**src/rtl/adc_buffer.sv**
```systemverilog
// Serial ADC front-end: frames one FRAME_BITS-bit conversion per SAMPLE_PERIOD
// cycles on an active-low chip select and publishes the captured word in parallel.
module adc_buffer #(
    parameter int SAMPLE_PERIOD = 250000,
    parameter int FRAME_BITS    = 16,
    localparam int CW           = $clog2(SAMPLE_PERIOD)
) (
    input  logic                  clk,
    input  logic                  rst_n,
    input  logic                  adcData,
    output logic [FRAME_BITS-1:0] dataOut,
    output logic                  CSOut
);

    localparam logic [CW-1:0] CNT_LAST = CW'(SAMPLE_PERIOD - 1);
    localparam logic [CW-1:0] CS_FALL  = CW'(1);
    // CS is still low on this edge, so it is also the last sampling edge.
    localparam logic [CW-1:0] CS_RISE  = CW'(FRAME_BITS + 1);

    logic [CW-1:0]         cnt;
    logic [FRAME_BITS-1:0] shreg;
    logic [FRAME_BITS-1:0] shreg_nxt;

    assign shreg_nxt = {adcData, shreg[FRAME_BITS-1:1]};

    always_ff @(posedge clk or negedge rst_n) begin
        if (!rst_n) begin
            cnt     <= '0;
            CSOut   <= 1'b1;
            shreg   <= '0;
            dataOut <= '0;
        end else begin
            cnt <= (cnt == CNT_LAST) ? '0 : cnt + 1'b1;

            if (cnt == CS_FALL)
                CSOut <= 1'b0;
            else if (cnt == CS_RISE)
                CSOut <= 1'b1;

            if (!CSOut) begin
                shreg <= shreg_nxt;
                if (cnt == CS_RISE)
                    dataOut <= shreg_nxt;
            end
        end
    end

endmodule

```
**config.mk**
```make
export PLATFORM = sky130hd
export DESIGN_NAME = adc_buffer
export DESIGN_NICKNAME = d
export VERILOG_FILES = /design/src/rtl/adc_buffer.sv
export SDC_FILE = /design/constraint.sdc
export NUM_CORES = 1
export LEC_CHECK = 0
export CORE_MARGIN = 8
export CORE_UTILIZATION = 30
export CTS_CLUSTER_SIZE = 8
export DETAILED_ROUTE_END_ITERATION = 8
export GPL_ROUTABILITY_DRIVEN = 0
export GPL_TIMING_DRIVEN = 0
export PLACE_DENSITY_LB_ADDON = 0.08
export SLEW_MARGIN = 20
export SYNTH_ARGS = -nofsm -noshare
export SYNTH_HDL_FRONTEND = slang
export SYNTH_SLANG_ARGS = --single-unit
export TNS_END_PERCENT = 50
```
**constraint.sdc**
```tcl
create_clock -name clk -period 3.9 [get_ports clk]
set_input_delay 0.78 -clock clk [delete_from_list [all_inputs] [get_ports clk]]
set_output_delay 0.78 -clock clk [all_outputs]
set_load 0.02 [all_outputs]
```
==> run summary <==
Initial antenna violation count: 0
Total GRT Usage: 0.08562
Via count: 1,311
CTS root buf: clkbuf_8
CP bufs+invs: 1
Mapped cell area: 2107 µm²
CTS sink count: 50
P&R area growth vs syn: 20.67%
Fin crit share: 0.5731
Reg clk slew, reported paths: 0.10 ns
WP depth: 1
Row count: 30
DRT Wirelength: 3771 µm
Yosys warnings: 0
Status: complete, no violations
Syn nets: 164
Period minus WS final: 2.235 ns
I/O pins: 20
CP Cell Sequence: clkdlybuf4s50_1
Clock tree buffer depth: 2
Xor/xnor cell area share of the yosys netlist: 0.05819
Initial Utilization: 0.3101
Net Sw Power: 0.2005 mW
Core area: 6794 µm²
Yosys reg bits: 50
Cell internal pwr: 0.7546 mW
Chip width: 99.81 µm
Worst Max-Slew Pin Slew: 0.6642 ns
Synth Area in Adders: 0.01188
First-pass GRT wire length: 6955 µm
Comb power frac: 0.060
Clk Latency, worst-skew pair: 0.30 ns
Synth Flop Type: dfrtp_1
Max stage delay on crit path: 0.61 ns
DRT antenna net count: 0
IO buf count: 19
Post-cts resize count: 0
# DRC: 0
Largest net degree at the start of global routing: 33
CP required: 3.12 ns
CTS tree: built
Cells after synthesis: 159
Hold buffers post-CTS: 0
Max Fclk: 447.4 MHz
Max VDD drop: 0.0001582 V
DR iter-0 viols: 16
Max-slew violations: 0
# diodes: 0
Critical Path Source Type: flop
Ys async rst share: 1.000
Cell Count Post-Placement: 275
Post-synthesis mux area share: 0.1704
Crit path max-delay family: buffers and inverters
Top cells by area, synth: dfrtp_1, mux2_2, xnor2_1, xor2_1, nand4_1
Pwr/cell area: 375.7 nW/µm²
RSZ-0062 raised after global routing: false
Sequential element share of the synthesized area: 0.5944
Hpwl dp: 2800 µm
CP max stage cell: clkdlybuf4s50_1
Clock share of power: 0.371
Vias in the first global route: 1,437
Leak: 1.028 nW
CTS buffer count: 5
Post-synth top area share: 0.5819
Synth cell count leaders: dfrtp_1, mux2_2, nor2_1, nand4_1, xnor2_1
Chip Height: 99.81 µm
Most frequent cell after synthesis: dfrtp_1
Clk_skew: 0.01247 ns
Yosys top cell by area: dfrtp_1
Post-Synth Simple-Gate Area: 0.1342
CP Class: flop to primary output
Count of different cell masters after synthesis: 30
WL/cell: 13.33 µm
Die area: 9961 µm²
Layout cell share with drive strength beyond 1: 0.2513
Drt pass-1 iters: 4
Arr. time, crit path: 1.46 ns
NumNets Final: 191
Sum Neg Setup Slack: 0 ns
Final setup viols: 0
# Max-Cap Violations: 0
Switching Share: 0.2099
R2r worst-path depth: 5
Total power: 0.9551 mW
Layout Cells excl Fill: 283
CTS H-tree lvls: 2
Via density: 4.633
Sequential Power Share: 0.569
Largest family of logic cells by synthesized area: multiplexers
Rel. slew slack: 0.5548
Worst min path class: input port to async pin
Gr ovfl total: 0
Worst slack, placed: 1.691 ns
Setup WS post-layout: 1.665 ns
Synth Area in Compound Gates: 0.01485
Mean Syn Cell Area: 13.25 µm²
Final number of hold-violating endpoints: 0
Setup Buffers After CTS: 0
Endpoint class of the critical path: primary output
Post-synth EDFFs: 0
Max FO, Critical Path: 2
metrics by stage:
stage | utilization | hold slack [ns] | cell area (µm²)
after floorplan | - | 0.4737 | 2107
after global placement | 0.3558 | 0.4865 | 2417
after detailed placement | 0.3580 | 0.4927 | 2432
after CTS | 0.3742 | 0.4152 | 2542
after global routing | 0.3742 | 0.4244 | 2542
final | 0.3742 | 0.4124 | 2542
cell families after synthesis:
family                   Yosys count
XOR/XNOR                          14
multiplexers                      32
AND/OR/NAND/NOR                   49
buffers and inverters              7
adder cells (fa/ha/maj)            2
flip-flops                        50
AO/OA/AOI/OAI                      5
flip-flops by register name, summed over array words and instances (netlist names):
register and flops:
cnt 18, shreg 15, CSOut 1, dataOut 16
layout by cell type (no fill, tap or decap), types with 2 or more instances in the layout:
cell type,instances
dfrtp_1,49
mux2_2,31
clkdlybuf4s50_1,18
nor2_1,13
nand4_1,8
xnor2_1,8
nand2_1,6
xor2_1,6
nor3_1,5
clkbuf_8,5
nand3_1,4
clkbuf_1,4
inv_1,3
nor4_1,3
o31ai_1,2
ha_1,2
worst reg2reg max path, cell delays in order, from the launching register on:
cell	delay, ns
dfrtp_1	0.43
nor4_1	0.32
nand4b_1	0.28
nor4_4	0.48
buf_6	0.24
mux2_2	0.35
final timing paths:
kind,start,to,slack (ns)
setup reg to reg,cnt[14],dataOut[11],1.69
min in group clk,dataOut[9],dataOut[9],0.51
max in group asynchronous,rst_n,CSOut,2.91
hold / removal,rst_n,shreg[5],0.41
setup / recovery,CSOut,CSOut,1.66
hold reg to reg,dataOut[9],dataOut[9],0.51
final cells by class:
| class | count | area, µm² |
|---|---|---|
| Buffer | 4 | 22.52 |
| Timing Repair Buffer | 20 | 205.2 |
| Inverter | 3 | 11.26 |
| Sequential cell | 50 | 1252 |
| Fill cell | 665 | 4252 |
| Clock buffer | 6 | 72.57 |
| Tap cell | 96 | 120.1 |
| Multi-Input combinational cell | 102 | 820.8 |
| Clock inverter | 2 | 37.54 |
power by group through the flow:
stage | Combinational, mW | Clock (mW) | Sequential, mW
after floorplan | 0.0140 | 0 | 0.563
after global placement | 0.0561 | 0 | 0.554
after detailed placement | 0.0590 | 0 | 0.555
after CTS | 0.0593 | 0.371 | 0.544
after global routing | 0.0622 | 0.392 | 0.547
final | 0.0572 | 0.354 | 0.544
layer usage:
layer,vias to the layer above,share of wire,GRT usage
met3,5,0.051,0.02076
li1,620,-,-
met5,-,0,0
met1,659,0.47,0.1070
met2,27,0.47,0.1365
met4,0,0.014,0.03842
(Power assumes the default switching activity.)
